===== config.mk =====
export PLATFORM = sky130hd
export DESIGN_NAME = vga_scanout
export DESIGN_NICKNAME = d
export VERILOG_FILES = /design/src/rtl/vga_pkg.sv /design/src/rtl/vga_timing.sv /design/src/rtl/vga_scanout.sv
export SDC_FILE = /design/constraint.sdc
export NUM_CORES = 1
export LEC_CHECK = 0
export BUFFER_PORTS_ARGS = -buffer_cell sky130_fd_sc_hd__buf_2
export CORE_MARGIN = 5
export CORE_UTILIZATION = 55
export DETAILED_ROUTE_END_ITERATION = 12
export HOLD_SLACK_MARGIN = 0.1
export PLACE_DENSITY = 0.8
export SLEW_MARGIN = 10
export SYNTH_ARGS = -nofsm -noshare
export SYNTH_HDL_FRONTEND = slang
export SYNTH_SLANG_ARGS = --single-unit

===== constraint.sdc =====
create_clock -name clk -period 3 [get_ports clk]
set_input_delay 0.75 -clock clk [delete_from_list [all_inputs] [get_ports clk]]
set_output_delay 0.75 -clock clk [all_outputs]
set_load 0.02 [all_outputs]

===== src/rtl/vga_pkg.sv =====
// Shared 640x480@60 timing constants, image-window geometry and pipeline flag bundle
// for the VGA scan-out path.
package vga_pkg;

  localparam logic [9:0] H_VIS   = 10'd640;
  localparam logic [9:0] H_FP    = 10'd16;
  localparam logic [9:0] H_SYNC  = 10'd96;
  localparam logic [9:0] H_BP    = 10'd48;
  localparam logic [9:0] H_TOTAL = H_VIS + H_FP + H_SYNC + H_BP;

  localparam logic [9:0] V_VIS   = 10'd480;
  localparam logic [9:0] V_FP    = 10'd10;
  localparam logic [9:0] V_SYNC  = 10'd2;
  localparam logic [9:0] V_BP    = 10'd33;
  localparam logic [9:0] V_TOTAL = V_VIS + V_FP + V_SYNC + V_BP;

  localparam logic [9:0] H_SYNC_START = H_VIS + H_FP;
  localparam logic [9:0] H_SYNC_END   = H_SYNC_START + H_SYNC;
  localparam logic [9:0] V_SYNC_START = V_VIS + V_FP;
  localparam logic [9:0] V_SYNC_END   = V_SYNC_START + V_SYNC;

  // 128x120 source image, each pixel replicated 4x4, centred horizontally
  localparam int         SCALE_SHIFT  = 2;
  localparam logic [9:0] WIN_H_START  = 10'd64;
  localparam logic [9:0] WIN_H_END    = 10'd576;
  localparam logic [9:0] WIN_V_START  = 10'd0;
  localparam logic [9:0] WIN_V_END    = 10'd480;

  typedef struct packed {
    logic visible;
    logic in_window;
    logic hsync;
    logic vsync;
    logic frame_start;
  } vga_flags_t;

  localparam vga_flags_t FLAGS_IDLE = '{visible: 1'b0, in_window: 1'b0, hsync: 1'b1,
                                        vsync: 1'b1, frame_start: 1'b0};

  // Half-open range test [lo, hi)
  function automatic logic in_range(input logic [9:0] v, input logic [9:0] lo,
                                    input logic [9:0] hi);
    return (v >= lo) && (v < hi);
  endfunction

endpackage


===== src/rtl/vga_timing.sv =====
// Stage 0 of the scan-out pipeline: free-running pixel/line counters and the
// combinational position flags derived from them.
module vga_timing
  import vga_pkg::*;
(
  input  logic       clk,
  input  logic       rst,
  output logic [9:0] hc,
  output logic [9:0] vc,
  output logic       visible,
  output logic       in_window,
  output logic       hsync,
  output logic       vsync,
  output logic       frame_start
);

  logic [9:0] hc_reg, hc_next;
  logic [9:0] vc_reg, vc_next;

  // Compare with >= so a corrupted counter still falls back into range
  always_comb begin
    hc_next = hc_reg + 10'd1;
    vc_next = vc_reg;
    if (hc_reg >= H_TOTAL - 10'd1) begin
      hc_next = '0;
      vc_next = (vc_reg >= V_TOTAL - 10'd1) ? 10'd0 : vc_reg + 10'd1;
    end
  end

  always_ff @(posedge clk) begin
    if (rst) begin
      hc_reg <= '0;
      vc_reg <= '0;
    end else begin
      hc_reg <= hc_next;
      vc_reg <= vc_next;
    end
  end

  assign hc          = hc_reg;
  assign vc          = vc_reg;
  assign visible     = (hc_reg < H_VIS) && (vc_reg < V_VIS);
  assign in_window   = in_range(hc_reg, WIN_H_START, WIN_H_END) && (vc_reg < WIN_V_END);
  assign hsync       = !in_range(hc_reg, H_SYNC_START, H_SYNC_END);
  assign vsync       = !in_range(vc_reg, V_SYNC_START, V_SYNC_END);
  assign frame_start = (hc_reg == 10'd0) && (vc_reg == 10'd0);

endmodule


===== src/rtl/vga_scanout.sv =====
// VGA scan-out: maps the stage-0 position to a video-memory address, then delays
// the position flags one cycle to meet the memory data and registers all outputs.
module vga_scanout
  import vga_pkg::*;
#(
  parameter logic [15:0] BORDER_RGB = 16'h0000
) (
  input  logic        clk,
  input  logic        rst,
  output logic [15:0] vaddr,
  input  logic [15:0] vout,
  output logic        hsync,
  output logic        vsync,
  output logic [4:0]  red,
  output logic [4:0]  green,
  output logic [4:0]  blue,
  output logic        active,
  output logic        frame_start
);

  logic [9:0] hc, vc;
  vga_flags_t s0_flags;

  vga_timing u_timing (
    .clk         (clk),
    .rst         (rst),
    .hc          (hc),
    .vc          (vc),
    .visible     (s0_flags.visible),
    .in_window   (s0_flags.in_window),
    .hsync       (s0_flags.hsync),
    .vsync       (s0_flags.vsync),
    .frame_start (s0_flags.frame_start)
  );

  // Source column/row: window offset divided by the replication factor
  logic [9:0]                 win_x;
  logic [6:0]                 col, row;
  logic [9-7-SCALE_SHIFT:0]   col_unused_hi, row_unused_hi;
  logic [SCALE_SHIFT-1:0]     col_unused_lo, row_unused_lo;
  logic                       vout_unused;

  assign win_x = hc - WIN_H_START;
  assign {col_unused_hi, col, col_unused_lo} = win_x;
  assign {row_unused_hi, row, row_unused_lo} = vc - WIN_V_START;
  assign vaddr = s0_flags.in_window ? {2'b00, row, col} : 16'h0000;
  assign vout_unused = vout[15];

  vga_flags_t s1_reg;

  always_ff @(posedge clk) begin
    if (rst) begin
      s1_reg <= FLAGS_IDLE;
    end else begin
      s1_reg <= s0_flags;
    end
  end

  // Channel order in both vout and BORDER_RGB is B at [4:0], G at [9:5], R at [14:10]
  logic [14:0] rgb_next, rgb_reg;
  genvar gi;
  generate
    for (gi = 0; gi < 3; gi++) begin : g_chan
      assign rgb_next[gi*5 +: 5] = s1_reg.in_window ? vout[gi*5 +: 5]
                                 : s1_reg.visible   ? BORDER_RGB[gi*5 +: 5]
                                 : 5'd0;
    end
  endgenerate

  logic active_reg, hsync_reg, vsync_reg, frame_reg;

  always_ff @(posedge clk) begin
    if (rst) begin
      rgb_reg    <= '0;
      active_reg <= 1'b0;
      hsync_reg  <= 1'b1;
      vsync_reg  <= 1'b1;
      frame_reg  <= 1'b0;
    end else begin
      rgb_reg    <= rgb_next;
      active_reg <= s1_reg.visible;
      hsync_reg  <= s1_reg.hsync;
      vsync_reg  <= s1_reg.vsync;
      frame_reg  <= s1_reg.frame_start;
    end
  end

  assign red         = rgb_reg[14:10];
  assign green       = rgb_reg[9:5];
  assign blue        = rgb_reg[4:0];
  assign active      = active_reg;
  assign hsync       = hsync_reg;
  assign vsync       = vsync_reg;
  assign frame_start = frame_reg;

endmodule


==> summary.md <==
| Metric | Value |
|---|---|
| Outcome | finished, final reports clean |
| DRT Pass-1 Iters | 4 |
| Ant diodes | 0 |
| Worst min path class | reg2reg |
| Drt total wl | 3.73 mm |
| Rows | 21 |
| Worst-skew pair later-pin latency | 350 ps |
| Critical Path AT | 2120 ps |
| EDFF count, synth | 0 |
| Final Hold Fails | 0 |
| Clock sinks | 44 |
| Library cells used by synthesis | 41 |
| Final Instance Area | 2300 um^2 |
| RD Place Congestion | 0.837 |
| Core Area | 3360 um^2 |
| Fmax achieved | 0.348 GHz |
| Worst-path clk slew | 130 ps |
| CTS max path bufs | 2 |
| Post-DP Area | 2190 um^2 |
| Synth Register Bits | 44 |
| LEAKAGE | 1.00 nW |
| DP HPWL | 2.71 mm |
| Yosys top cell area share | 46.0% |
| Vias in the first global route | 1352 |
| Most frequent cells in the layout | buf_2 (49), dfxtp_1 (44), and2_1 (30) |
| Die area | 4760 um^2 |
| Clk root buf | clkbuf_4 |
| Sequential fraction of the synthesis area | 46.0% |
| Die W | 69.0 um |
| Worst Tran Pin Value | 686 ps |
| Vias per cell | 5.02 |
| I/O pin total | 53 |
| Synthesized cell area | 1920 um^2 |
| Hold path depth | 1 |
| Total Power | 0.00101 W |
| Syn Area/Cell | 9.44 um^2 |
| WS Path Type | reg2out |
| Pre-CTS setup slack | 319 ps |
| Biggest area consumer among synthesized cells | dfxtp_1 |
| Initial antenna violation count | 0 |
| First-pass GRT wire length | 6.14 mm |
| Slew margin rel. | 54.2% |
| Num CTS Buffers | 5 |
| Drt drc | 0 |
| Initial DRC count | 54 |
| Most common cell after layout, fill and taps aside | buf_2 |
| Die H | 69.0 um |
| Final worst-path setup slack | 127 ps |
| DR vias | 1511 |
| Main area contributors after synthesis | dfxtp_1 (46%), and2_1 (9.8%), ha_1 (5.9%), nor2_1 (3.5%), xnor2_1 (2.7%) |
| Clock Skews | 7.77 ps |
| Crit end category | output port |
| Largest net degree at the start of global routing | 20 |
| Max-slew violations | 0 |
| Area grow syn2layout | 19.9% |
| CTS tree | built |
| FF-to-FF path depth | 6 |
| Max Cap Viol | 0 |
| Initial Util | 57.0% |
| Max FFs per register | 15 |
| Port Buf Inserts | 49 |
| Final nets | 281 |
| Pwr per Cell Area | 441 nW/um^2 |
| Htree depth | 2 |
| Warning count from the yosys run | 0 |
| Critical Path Fanout Max | 6 |
| Fin crit share | 95.8% |
| Remaining Overflow, GRT | 0 |
| Asr flop ratio synth | 0% |
| Hold-fix buffers at CTS | 0 |
| Total Routing Usage GR | 15.7% |
| Per-cell routed wire length | 12.4 um |
| Peak VDD IR | 0.000271 V |
| Critical Path RT | 2250 ps |
| Synthesized netlist cell count | 203 |
| Antenna Nets Post-Route | 0 |
| Final Util | 68.3% |
| CP startpoint kind | register |
| Final setup violation count | 0 |
| Fraction of layout cells with a size suffix above 1 | 27.8% |
| Main synth FF type | dfxtp_1 |
| Min Tclk post-route | 2870 ps |
-- cell families after synthesis --
| family | synth area share [%] |
|---|---|
| AND/OR/NAND/NOR | 28.2 |
| adder cells (fa/ha/maj) | 5.88 |
| buffers and inverters | 4.51 |
| flip-flops | 46.0 |
| other | 0.196 |
| XOR/XNOR | 4.12 |
| AO/OA/AOI/OAI | 11.1 |
-- area by class of cell --
cell class | instances | area (um^2)
clock buffer | 5 | 37.5
clock inverter | 3 | 46.3
fill | 290 | 1070
inverter | 7 | 26.3
multi-input combinational | 142 | 965
sequential | 44 | 881
tap | 46 | 57.6
timing repair buffer | 54 | 283
-- where the power goes --
part / total, W / internal (W) / leakage, nW / switching [W]
sequential: 0.000597 / 0.000592 / 0.356 / 0.00000502
combinational: 0.0000401 / 0.0000173 / 0.602 / 0.0000228
clock: 0.000375 / 0.000178 / 0.0418 / 0.000197
-- path summary, 6_finish.rpt --
kind | startpoint | end | slack, ps
max | u_timing.hc[7] | vaddr[6] | 130
min | s1_reg[2] | hsync | 430
max reg2reg | u_timing.hc[0] | u_timing.vc[7] | 880
min reg2reg | s1_reg[2] | hsync | 430
-- worst max-delay path: stages (launching register included) --
cell and delay (ps):
dfxtp_1 390, inv_1 160, ha_1 190, nand3_1 80, and3_4 190, a2111oi_4 270, buf_4 200, and2_1 130
buf_2 160
-- timing repair --
| action | 4_1_cts | 5_1_grt |
|---|---|---|
| gates resized for setup | 1 | 1 |
| pin swaps | 1 | 2 |
| endpoints found under the setup margin | 11 | 11 |
| setup buffers | 0 | 1 |
-- layer usage --
| metal | global-route usage (%) | routed length, um | vias up |
|---|---|---|---|
| li1 | - | - | 785 |
| met1 | 19.1 | 1720 | 695 |
| met2 | 25.6 | 1760 | 27 |
| met3 | 6.98 | 215 | 4 |
| met4 | 3.25 | 35 | 0 |
| met5 | 0 | 0 | - |
-- cells in the mapped netlist, types with 2 or more instances --
library cell / number
o31ai_1: 4
buf_2: 2
nor4_1: 3
o21ai_0: 9
ha_1: 9
and2_1: 30
a31oi_1: 4
clkbuf_1: 5
xnor2_1: 6
dfxtp_1: 44
a211oi_1: 2
nand2b_1: 2
nand3_1: 8
nor3_1: 2
and3_1: 3
buf_4: 2
nand4_1: 3
or2_2: 3
nor2b_1: 6
nand2_1: 8
nor3b_1: 3
xor2_1: 3
nor2_1: 18
inv_1: 7
-- through the flow --
stage,hold slack [ps],std cells,TNS (ps)
global placement,393,292,0
floorplan,389,204,0
detailed placement,393,292,0
CTS,424,300,0
global route,440,301,-13.3
finish,427,301,0
Note: power is estimated with default switching activity, not from simulation.
